$ cat src/rtl/rsa_job_sequencer.sv
`default_nettype none
// ============================================================================
//  Module   : rsa_job_sequencer
//  Purpose  : Single-job sequencer in front of a modular-exponentiation core.
//             Accepts one request, flushes the core for two cycles, lets it
//             run until end-of-computation or timeout, then holds a registered
//             response until it is taken. No pipelining and no queue.
//  Revision : 1.0 - initial release
// ============================================================================
module rsa_job_sequencer #(
    parameter int WIDTH   = 8,
    parameter int TIMEOUT = 1023
) (
    input  logic             clk,
    input  logic             rstb,
    input  logic             ena,

    input  logic             req_valid,
    output logic             req_ready,
    input  logic [WIDTH-1:0] req_m,
    input  logic [WIDTH-1:0] req_e,
    input  logic [WIDTH-1:0] req_n,

    output logic [WIDTH-1:0] core_m,
    output logic [WIDTH-1:0] core_e,
    output logic [WIDTH-1:0] core_n,
    output logic             core_clear,
    output logic             core_ena,
    input  logic             core_eoc,
    input  logic [WIDTH-1:0] core_result,

    output logic             rsp_valid,
    input  logic             rsp_ready,
    output logic [WIDTH-1:0] rsp_data,
    output logic             rsp_err,

    output logic             busy,
    output logic [7:0]       job_count
);

    // Timer must be able to hold the value TIMEOUT itself.
    localparam int             TW          = $clog2(TIMEOUT + 1);
    localparam logic [TW-1:0]  TIMEOUT_VAL = TW'(TIMEOUT);

    typedef enum logic [1:0] {
        IDLE = 2'd0,
        CLR  = 2'd1,
        RUN  = 2'd2,
        RESP = 2'd3
    } state_t;

    state_t        state;
    logic [TW-1:0] timer;
    // Two CLR cycles need only one bit: 0 = first cycle, 1 = second cycle.
    logic          clr_cnt;

    // The core shares the global enable so both sides freeze together.
    assign core_ena = ena;

    // Sequencer FSM: state, operand latch, timer, response and handshake
    // outputs are all registered here and only move on an enabled edge.
    always_ff @(posedge clk or negedge rstb) begin
        if (!rstb) begin
            state      <= IDLE;
            req_ready  <= 1'b1;
            rsp_valid  <= 1'b0;
            core_clear <= 1'b0;
            busy       <= 1'b0;
            core_m     <= '0;
            core_e     <= '0;
            core_n     <= '0;
            rsp_data   <= '0;
            rsp_err    <= 1'b0;
            job_count  <= 8'd0;
            timer      <= '0;
            clr_cnt    <= 1'b0;
        end else if (ena) begin
            case (state)
                IDLE: begin
                    if (req_valid) begin
                        core_m    <= req_m;
                        core_e    <= req_e;
                        core_n    <= req_n;
                        timer     <= '0;
                        clr_cnt   <= 1'b0;
                        state     <= CLR;
                        req_ready <= 1'b0;
                        busy      <= 1'b1;
                    end
                end

                // Core held in clear so any eoc left from a prior job drops.
                CLR: begin
                    if (clr_cnt) begin
                        state      <= RUN;
                        core_clear <= 1'b1;
                    end else begin
                        clr_cnt <= 1'b1;
                    end
                end

                // eoc is tested first so it wins over a coincident timeout.
                RUN: begin
                    timer <= timer + 1'b1;
                    if (core_eoc) begin
                        rsp_data   <= core_result;
                        rsp_err    <= 1'b0;
                        state      <= RESP;
                        core_clear <= 1'b0;
                        rsp_valid  <= 1'b1;
                    end else if (timer == TIMEOUT_VAL) begin
                        rsp_data   <= '0;
                        rsp_err    <= 1'b1;
                        state      <= RESP;
                        core_clear <= 1'b0;
                        rsp_valid  <= 1'b1;
                    end
                end

                // Response registers are untouched here, so they stay stable
                // for as long as the consumer applies backpressure.
                RESP: begin
                    if (rsp_ready) begin
                        job_count <= job_count + 8'd1;
                        state     <= IDLE;
                        rsp_valid <= 1'b0;
                        req_ready <= 1'b1;
                        busy      <= 1'b0;
                    end
                end

                default: begin
                    state      <= IDLE;
                    req_ready  <= 1'b1;
                    rsp_valid  <= 1'b0;
                    core_clear <= 1'b0;
                    busy       <= 1'b0;
                end
            endcase
        end
    end

endmodule
`default_nettype wire

$ cat config.mk
export PLATFORM = sky130hd
export DESIGN_NAME = rsa_job_sequencer
export DESIGN_NICKNAME = d
export VERILOG_FILES = /design/src/rtl/rsa_job_sequencer.sv
export SDC_FILE = /design/constraint.sdc
export NUM_CORES = 1
export LEC_CHECK = 0
export CAP_MARGIN = 30
export CORE_MARGIN = 5
export CORE_UTILIZATION = 41
export DETAILED_ROUTE_END_ITERATION = 8
export PLACE_DENSITY = 0.76
export SKIP_CTS_REPAIR_TIMING = 1
export SYNTH_ARGS = -nofsm -noshare
export SYNTH_HDL_FRONTEND = slang
export SYNTH_SLANG_ARGS = --single-unit
$ cat constraint.sdc
create_clock -name clk -period 1.5 [get_ports clk]
set_input_delay 0.45 -clock clk [delete_from_list [all_inputs] [get_ports clk]]
set_output_delay 0.45 -clock clk [all_outputs]
set_load 0.005 [all_outputs]
-- Word level (Yosys, flattened, before mapping)
Index checks and enable logic that the tools add are counted.
- output and inout bits: 46
- bits in registers: 58
- input port bits: 38
- word-level logic and storage cells: 64
- $add $sub $neg: 2
- reductions and logical operators: 16
- equal/unequal tests: 8
- muxes and demuxes: 25
- operators with widths (kind ; count):
    $pmux 10 s2 ; 1
    $mux 8 ; 2
    $reduce_and 3->1 ; 5
    $reduce_and 4->1 ; 3
    $reduce_bool 2->1 ; 6
    $add 10x1->10 const B ; 1
    $eq 10x10->1 const B ; 1
    $mux 1 ; 10
    $mux 10 ; 1
    $mux 2 ; 5
    $pmux 1 s2 ; 5
    $add 8x1->8 const B ; 1
    $pmux 2 s4 ; 1
    $ne 2x2->1 const B ; 3
    $reduce_and 5->1 ; 1
    $eq 2x2->1 const B ; 2
    $ne 3x3->1 const B ; 1
    $eq 2x1->1 const B ; 1
    $logic_not 2->1 ; 1

-- Depth between registers and ports, before layout
Gate-level depths: netlist of the first run.
- depth after elaboration: 4
- gate-level depth with buffers: 6

-- Worst setup path after synthesis of the first run
Ideal clock, no wire load.
- kind: reg-to-reg
- start point: register state[0]
- end point: register timer[7]
- setup slack: -84 ps
- required time: 1422 ps
- arrival time: 1506 ps
- period minus slack after synthesis: 1584 ps
- setup time: 78 ps
- cell stages (with the launch flop): 7
- cell sequence: dfrtp_1 inv_1 ha_1 mux2_4 nand4_4 or3_1 a21oi_1
- longest elaborated chain between the ends: 3
- elaborated cells on any way between the ends: 6
- classes of those cells: eq/ne (2); mux (1); reduce/logical (3)
- RTL lines (item ; line ; text):
    start, declared ; 52 ; state_t state;
    start signal, assigned ; 64 ; state <= IDLE;
    start signal, assigned ; 86 ; state <= CLR;
    start signal, assigned ; 95 ; state <= RUN;
    $eq 2x2->1 / $logic_not 2->1 (equally long branches) ; 78 ; case (state)
    $reduce_bool 2->1 (no line) / $ne 2x2->1 (equally long branches) ; - ;
    $reduce_and 3->1 (no line) ; - ;
    end signal, assigned ; 104 ; timer <= timer + 1'b1;
    end, declared ; 53 ; logic [TW-1:0] timer;
Parallel ways exist; a longest one is shown, timed or not.
A chain may end at the register's enable or synchronous reset.

-- Final worst setup path of the first run
- start point: register state[0]
- end point: register state[1]
- longest elaborated chain between the ends: 3
- elaborated cells on any way between the ends: 10
- classes of those cells: eq/ne (7); mux (1); reduce/logical (2)
- RTL lines (item ; line):
    $eq 2x2->1 (tied with other cells) ; 78
    $ne 3x3->1 (no line) / $ne 2x2->1 (equally long branches) ; -
    $reduce_and 5->1 (no line) ; -
Parallel ways exist; a longest one is shown, timed or not.

==> reports/results.tsv, run 1 <==
metric	value	unit
status	finished, violations left	
violations	negative setup slack	
clock_path_buffers	2	
final_layout_size_suffix_gt1_share	35.0	%
synth_xor_area_share	3.78	%
fmax	0.600	GHz
cp-end-kind	flip-flop	
grt_usage	16.2	%
fin_crit_sh	111	%
start_util	42.5	%
max_slew_margin	78.7	%
fp-row-count	28	
syn_inst	202	
drv_slew	0	
synth-seq-cells	58	
crit_type	flip-flop to flip-flop	
drc_errors	0	
cts_tree	built	
setup_tns	-1.72	ns
coreArea	5990	um2
r2r-start	state[0]$_DFFE_PN0P_	
crit_path_start_kind	flip-flop	
cts_made_buffers	9	
route.vias.total	2149	
area_growth	70.2	%
post-route-min-period	1.67	ns
yosys_warnings	0	
grt_max_degree	59	
final_area	4330	um2
yosys.area_share.simple	11.8	%
irDropWorstVdd	940	uV
total_power	0.00731	W
drtPass1Iterations	4	
r2r_setup_slack	-0.17	ns
finClkSkew	0.00923	ns
synth_area_leaders	dfrtp_1 (56%), mux2_2 (11%), a22o_1 (3.8%)	
crit_path_start	state[0]$_DFFE_PN0P_	
synth_async_sr_flop_share	100	%
reg2reg_depth	6	
gp_congestion	0.788	
synth_top_cell_by_area	dfrtp_1	
critPathMaxFanout	4	
power_density	1690	nW/um2
final_antenna_net_count	0	
synth_edf_count	0	
grt_setup_unrepaired	yes	
vias_per_cell	5.18	
wl	7060	um
syn_area	2550	um2
required	1.71	ns
cts_sinks	58	
setup_slack	-0.167	ns
synth-main-ff-cell	dfrtp_1	
grt_pass1_wl	9940	um
worstHoldPathType	input pin to asynchronous set/reset pin	
layout.nets	380	
finalSetupViolCount	40	
clock_latency	0.33	ns
port_buffers	83	
fillCellCount	364	
synth_mux_area_share	12.0	%
synth_compound_area_share	9.24	%
die_h	88.8	um
leakage	2.46	nW
worst_pin_slew	0.319	ns
dpl_cell_area	3700	um2
yosysSeqAreaShare	57.1	%
dp_hpwl	4340	um
overflow	0	
antenna_found_initial	0	
synth_nets	247	
reg2reg_to	state[1]$_DFFE_PN0P_	
cp.arrival	1.87	ns
antenna_cells	0	
max_cap_viol_count	0	
synth_top_family_by_area	multiplexers	
synth_fa_ha_area_share	3.44	%
root_buffer	clkbuf_8	
io_pins	84	
fp.dieW	88.8	um
postSynthAreaPerCell	12.6	um2
h-tree-depth	3	
hold_violations	0	
grt_pass1_vias	2110	
cts.clk_slew.worst_paths	0.07	ns
synth_top_area_share	56.0	%
synth_cell_type_count	41	
die_area	7890	um2
drtIter0Drc	83	
routedWlPerCell	17.0	um
[worst max-delay path, stage by stage (launching register included)]
cell       delay (ns)
dfrtp_1          0.43
buf_4            0.15
ha_2             0.19
nand2b_1         0.12
o2111ai_4        0.14
a21oi_2          0.19
mux2_4           0.32
[flip-flops by register name, indices dropped and copies added, names as in the netlist, 2 cells and up]
name       flops
core_n         8
job_count      8
state          2
core_e         8
core_m         8
timer         10
rsp_data       8
[per-stage QoR]
step                worst slack [ns]  util, %  hold slack [ns]  instances
floorplan                    -0.0346        -            0.154        202
global placement              -0.435     61.8            0.465        384
detailed placement            -0.469     61.8            0.482        384
CTS                           -0.445     65.1            0.125        400
global route                  -0.239     72.3            0.143        415
finish                        -0.167     72.3            0.113        415
[worst max-delay path by stage]
stage / endpoint / slack (ns) / depth (start not counted)
global placement: core_ena / -0.44 / 2
global route: state[1]$_DFFE_PN0P_ / -0.24 / 7
finish: state[1]$_DFFE_PN0P_ / -0.17 / 6
floorplan: core_clear$_DFFE_PN0P_ / -0.03 / 6
CTS: core_ena / -0.45 / 2
detailed placement: rsp_data[6]$_DFFE_PN0P_ / -0.47 / 6
[kinds of logic after synthesis]
family / count (synthesis)
adder cells (fa/ha/maj): 7
buffers and inverters: 14
AO/OA/AOI/OAI: 30
flip-flops: 58
XOR/XNOR: 11
multiplexers: 27
AND/OR/NAND/NOR: 55
[synth_stat cells (2+ instances only)]
| library cell | n |
|---|---|
| o22ai_1 | 3 |
| inv_1 | 6 |
| nand3_1 | 6 |
| mux2_2 | 24 |
| nand2_1 | 16 |
| nor2_1 | 10 |
| a21oi_1 | 5 |
| buf_1 | 2 |
| or3_1 | 2 |
| xnor2_1 | 6 |
| and3_1 | 3 |
| nand2b_1 | 2 |
| ha_1 | 7 |
| a22o_1 | 11 |
| and2_1 | 2 |
| buf_2 | 3 |
| nand4_1 | 5 |
| xor2_1 | 5 |
| and3_2 | 3 |
| o21ai_0 | 4 |
| dfrtp_1 | 57 |
[power by group]
group,total [W],internal [W],switching (W),leakage [nW]
Clock,0.00144,0.000807,0.000635,0.103
Combinational,0.00332,0.00209,0.00123,1.63
Sequential,0.00255,0.00219,0.000361,0.723
[final cells by class]
type	instances	area (um2)	share of cell area, %
flip-flops and latches	58	1450	33.5
repair buffers	129	1380	31.9
multi-input cells	131	1190	27.4
clock buffers	11	141	3.26
well taps	75	93.8	2.17
clock inverters	5	53.8	1.24
inverters	6	22.5	0.520
[layer usage]
| layer | share of wire (%) | routed length [um] | vias up | global-route usage, % |
|---|---|---|---|---|
| li1 | - | - | 995 | - |
| met1 | 43 | 3010 | 1081 | 21.2 |
| met2 | 50 | 3530 | 64 | 26.5 |
| met4 | 1.1 | 81 | 0 | 6.59 |
| met5 | 0 | 0 | - | 0 |
| met3 | 6.2 | 440 | 9 | 3.07 |
[placed cells by master, fill, tap and decap left out, types with 2 or more instances in the layout]
master	count
a21oi_1	2
a21oi_2	3
a22o_1	11
and3_2	4
buf_12	2
buf_4	34
buf_6	7
clkbuf_16	2
clkbuf_8	10
clkdlybuf4s50_1	35
clkinv_2	3
dfrtp_1	56
dlymetal6s2s_1	47
ha_1	3
ha_2	2
ha_4	2
inv_1	3
inv_2	3
mux2_2	17
mux2_4	9
nand2_1	16
nand3_1	4
nand3_4	2
nand4_1	5
nor2_1	9
o21ai_0	2
o21ai_1	2
o22ai_1	3
or2_4	2
or3_1	2
xnor2_1	6
xor2_1	5
Note: power is estimated with default switching activity, not from simulation.
==> inputs of run 2 (changes only) <==
--- a/config.mk
+++ b/config.mk
@@ -9,6 +9,7 @@
 export CORE_MARGIN = 5
 export CORE_UTILIZATION = 41
 export DETAILED_ROUTE_END_ITERATION = 8
+export HOLD_SLACK_MARGIN = 0.15
 export PLACE_DENSITY = 0.76
 export SKIP_CTS_REPAIR_TIMING = 1
 export SYNTH_ARGS = -nofsm -noshare
==> constraint.sdc (replaced) <==
create_clock -name clk -period 1.5 [get_ports clk]
set_input_delay 0.45 -clock clk [delete_from_list [all_inputs] [get_ports clk]]
set_output_delay 0.45 -clock clk [all_outputs]
set_load 0.01 [all_outputs]
==> reports/results.tsv, run 2 (synthesis gave the netlist of run 1 again) <==
metric	value	unit	change
antenna_found_initial	0		unchanged
drc_errors	0		unchanged
grt_usage	16.6	%	was 16.2%
final_antenna_net_count	0		unchanged
p_sw	0.00251	W	was 0.00223 W
root_buffer	clkbuf_8		unchanged
dpl_cell_area	3710	um2	was 3700 um2
cts_sinks	58		unchanged
power.share.clock	19.1	%	was 19.7%
hold_violations	0		unchanged
wl	7710	um	was 7060 um
largest_register_ffs	10		unchanged
critPathMaxFanout	5		was 4
p_seq_share	32.9	%	was 34.9%
irDropWorstVdd	953	uV	was 940 uV
coreArea	5990	um2	unchanged
cpMaxStageDelayCell	dfrtp_1		unchanged
antenna_cells	0		unchanged
clock_latency	0.34	ns	was 0.33 ns
cts.clk_slew.worst_paths	0.06	ns	was 0.07 ns
fmax	0.593	GHz	was 0.600 GHz
final_area	4380	um2	was 4330 um2
crit_type	flip-flop to flip-flop		unchanged
path_cells	inv_2 > ha_4 > mux2_4 > buf_4 > nand4_1 > o21ai_1 > a22o_1		was buf_4 > ha_2 > nand2b_1 > o2111ai_4 > a21oi_2 > mux2_4
grt_pass1_wl	9870	um	was 9940 um
area_growth	71.9	%	was 70.2%
grt_setup_unrepaired	yes		unchanged
die_area	7890	um2	unchanged
gp_congestion	0.764		was 0.788
route.vias.total	2189		was 2149
cts_made_buffers	9		unchanged
path_depth	7		was 6
reg2reg_depth	7		was 6
grt_use_met1	21.1	%	was 21.2%
grt_max_degree	49		was 59
post-place-ws	-0.511	ns	was -0.469 ns
h-tree-depth	3		unchanged
fin_crit_sh	112	%	was 111%
routedWlPerCell	18.6	um	was 17.0 um
cp-end-kind	flip-flop		unchanged
fp-row-count	28		unchanged
finalSetupViolCount	42		was 40
top_register	timer		unchanged
worstHoldPathType	flip-flop to flip-flop		was input pin to asynchronous set/reset pin
violations	negative setup slack		unchanged
crit_path_start_kind	flip-flop		unchanged
finClkSkew	0.00681	ns	was 0.00923 ns
final_common_cell	dfrtp_1		unchanged
max_cap_viol_count	0		unchanged
power_density	1780	nW/um2	was 1690 nW/um2
mostFrequentLayoutCells	dfrtp_1 (57), dlymetal6s2s_1 (47), clkdlybuf4s50_1 (35), buf_4 (35), mux2_4 (24)		was dfrtp_1 (56), dlymetal6s2s_1 (47), clkdlybuf4s50_1 (35), buf_4 (34), mux2_2 (17)
cp.arrival	1.91	ns	was 1.87 ns
cts_tree	built		unchanged
start_util	42.5	%	unchanged
die_h	88.8	um	unchanged
final_layout_size_suffix_gt1_share	34.1	%	was 35.0%
swShare	32.2	%	was 30.4%
post-route-min-period	1.69	ns	was 1.67 ns
drtIter0Drc	165		was 83
setup_slack	-0.185	ns	was -0.167 ns
combPwrFrac	48.0	%	was 45.4%
p_int	0.00530	W	was 0.00509 W
io_pins	84		unchanged
whs_path_depth	1		
max_slew_margin	79.8	%	was 78.7%
leakage	2.52	nW	was 2.46 nW
worst_pin_slew	0.300	ns	was 0.319 ns
cp_num_buf_inv	2		was 1
clock_path_buffers	2		unchanged
vias_per_cell	5.27		was 5.18
max_stage_delay	0.43	ns	about the same
fillCellCount	355		was 364
setup_tns	-3.09	ns	was -1.72 ns
required	1.72	ns	was 1.71 ns
grt_busiest_layer	met2		unchanged
met3_usage	4.84	%	was 3.07%
layout.nets	380		unchanged
port_buffers	83		unchanged
drtPass1Iterations	6		was 4
dp_hpwl	4560	um	was 4340 um
path_delay_family	flip-flops		unchanged
overflow	0		unchanged
drv_slew	0		unchanged
grt_pass1_vias	2041		was 2110
use_met2	26.9	%	was 26.5%
fp.dieW	88.8	um	unchanged
status	finished, violations left		unchanged
run 2: per-layer routing:
layer	vias up	routed length [um]
met1	1090	3060
met2	89	3920
met3	18	595
li1	992	-
met4	0	129
met5	-	0
run 2: worst paths after layout:
check	start	end	slack (ns)
hold / removal	job_count[7]$_DFFE_PN0P_	job_count[7]$_DFFE_PN0P_	0.47
hold reg to reg	job_count[7]$_DFFE_PN0P_	job_count[7]$_DFFE_PN0P_	0.47
max in group asynchronous	rstb	timer[1]$_DFFE_PN0P_	0.44
min in group asynchronous	rstb	busy$_DFFE_PN0P_	0.52
setup reg to reg	state[0]$_DFFE_PN0P_	timer[3]$_DFFE_PN0P_	-0.19
setup / recovery	state[0]$_DFFE_PN0P_	timer[3]$_DFFE_PN0P_	-0.19
run 2: power groups by stage:
stage / Combinational (W) / Clock, W / Sequential, W
floorplan: 0.00109 / 0 / 0.00283
global placement: 0.00310 / 0 / 0.00254
detailed placement: 0.00320 / 0 / 0.00257
CTS: 0.00322 / 0.00151 / 0.00255
global route: 0.00398 / 0.00158 / 0.00263
finish: 0.00375 / 0.00149 / 0.00257
run 2: layout make-up:
| cell class | count | area [um2] | area share, % |
|---|---|---|---|
| multi-input cells | 131 | 1230 | 28.0 |
| clock buffers | 12 | 155 | 3.54 |
| flip-flops and latches | 58 | 1450 | 33.2 |
| well taps | 75 | 93.8 | 2.14 |
| repair buffers | 129 | 1380 | 31.5 |
| clock inverters | 4 | 50.0 | 1.14 |
| inverters | 6 | 22.5 | 0.514 |
run 2: per-stage QoR:
stage | instances | utilization [%] | hold WS [ns] | power, W
finish | 415 | 73.1 | 0.466 | 0.00781
global route | 415 | 73.1 | 0.497 | 0.00820
detailed placement | 385 | 61.9 | 0.350 | 0.00577
CTS | 401 | 65.4 | -0.0111 | 0.00727
floorplan | 202 | - | 0.154 | 0.00392
global placement | 385 | 61.9 | 0.342 | 0.00565
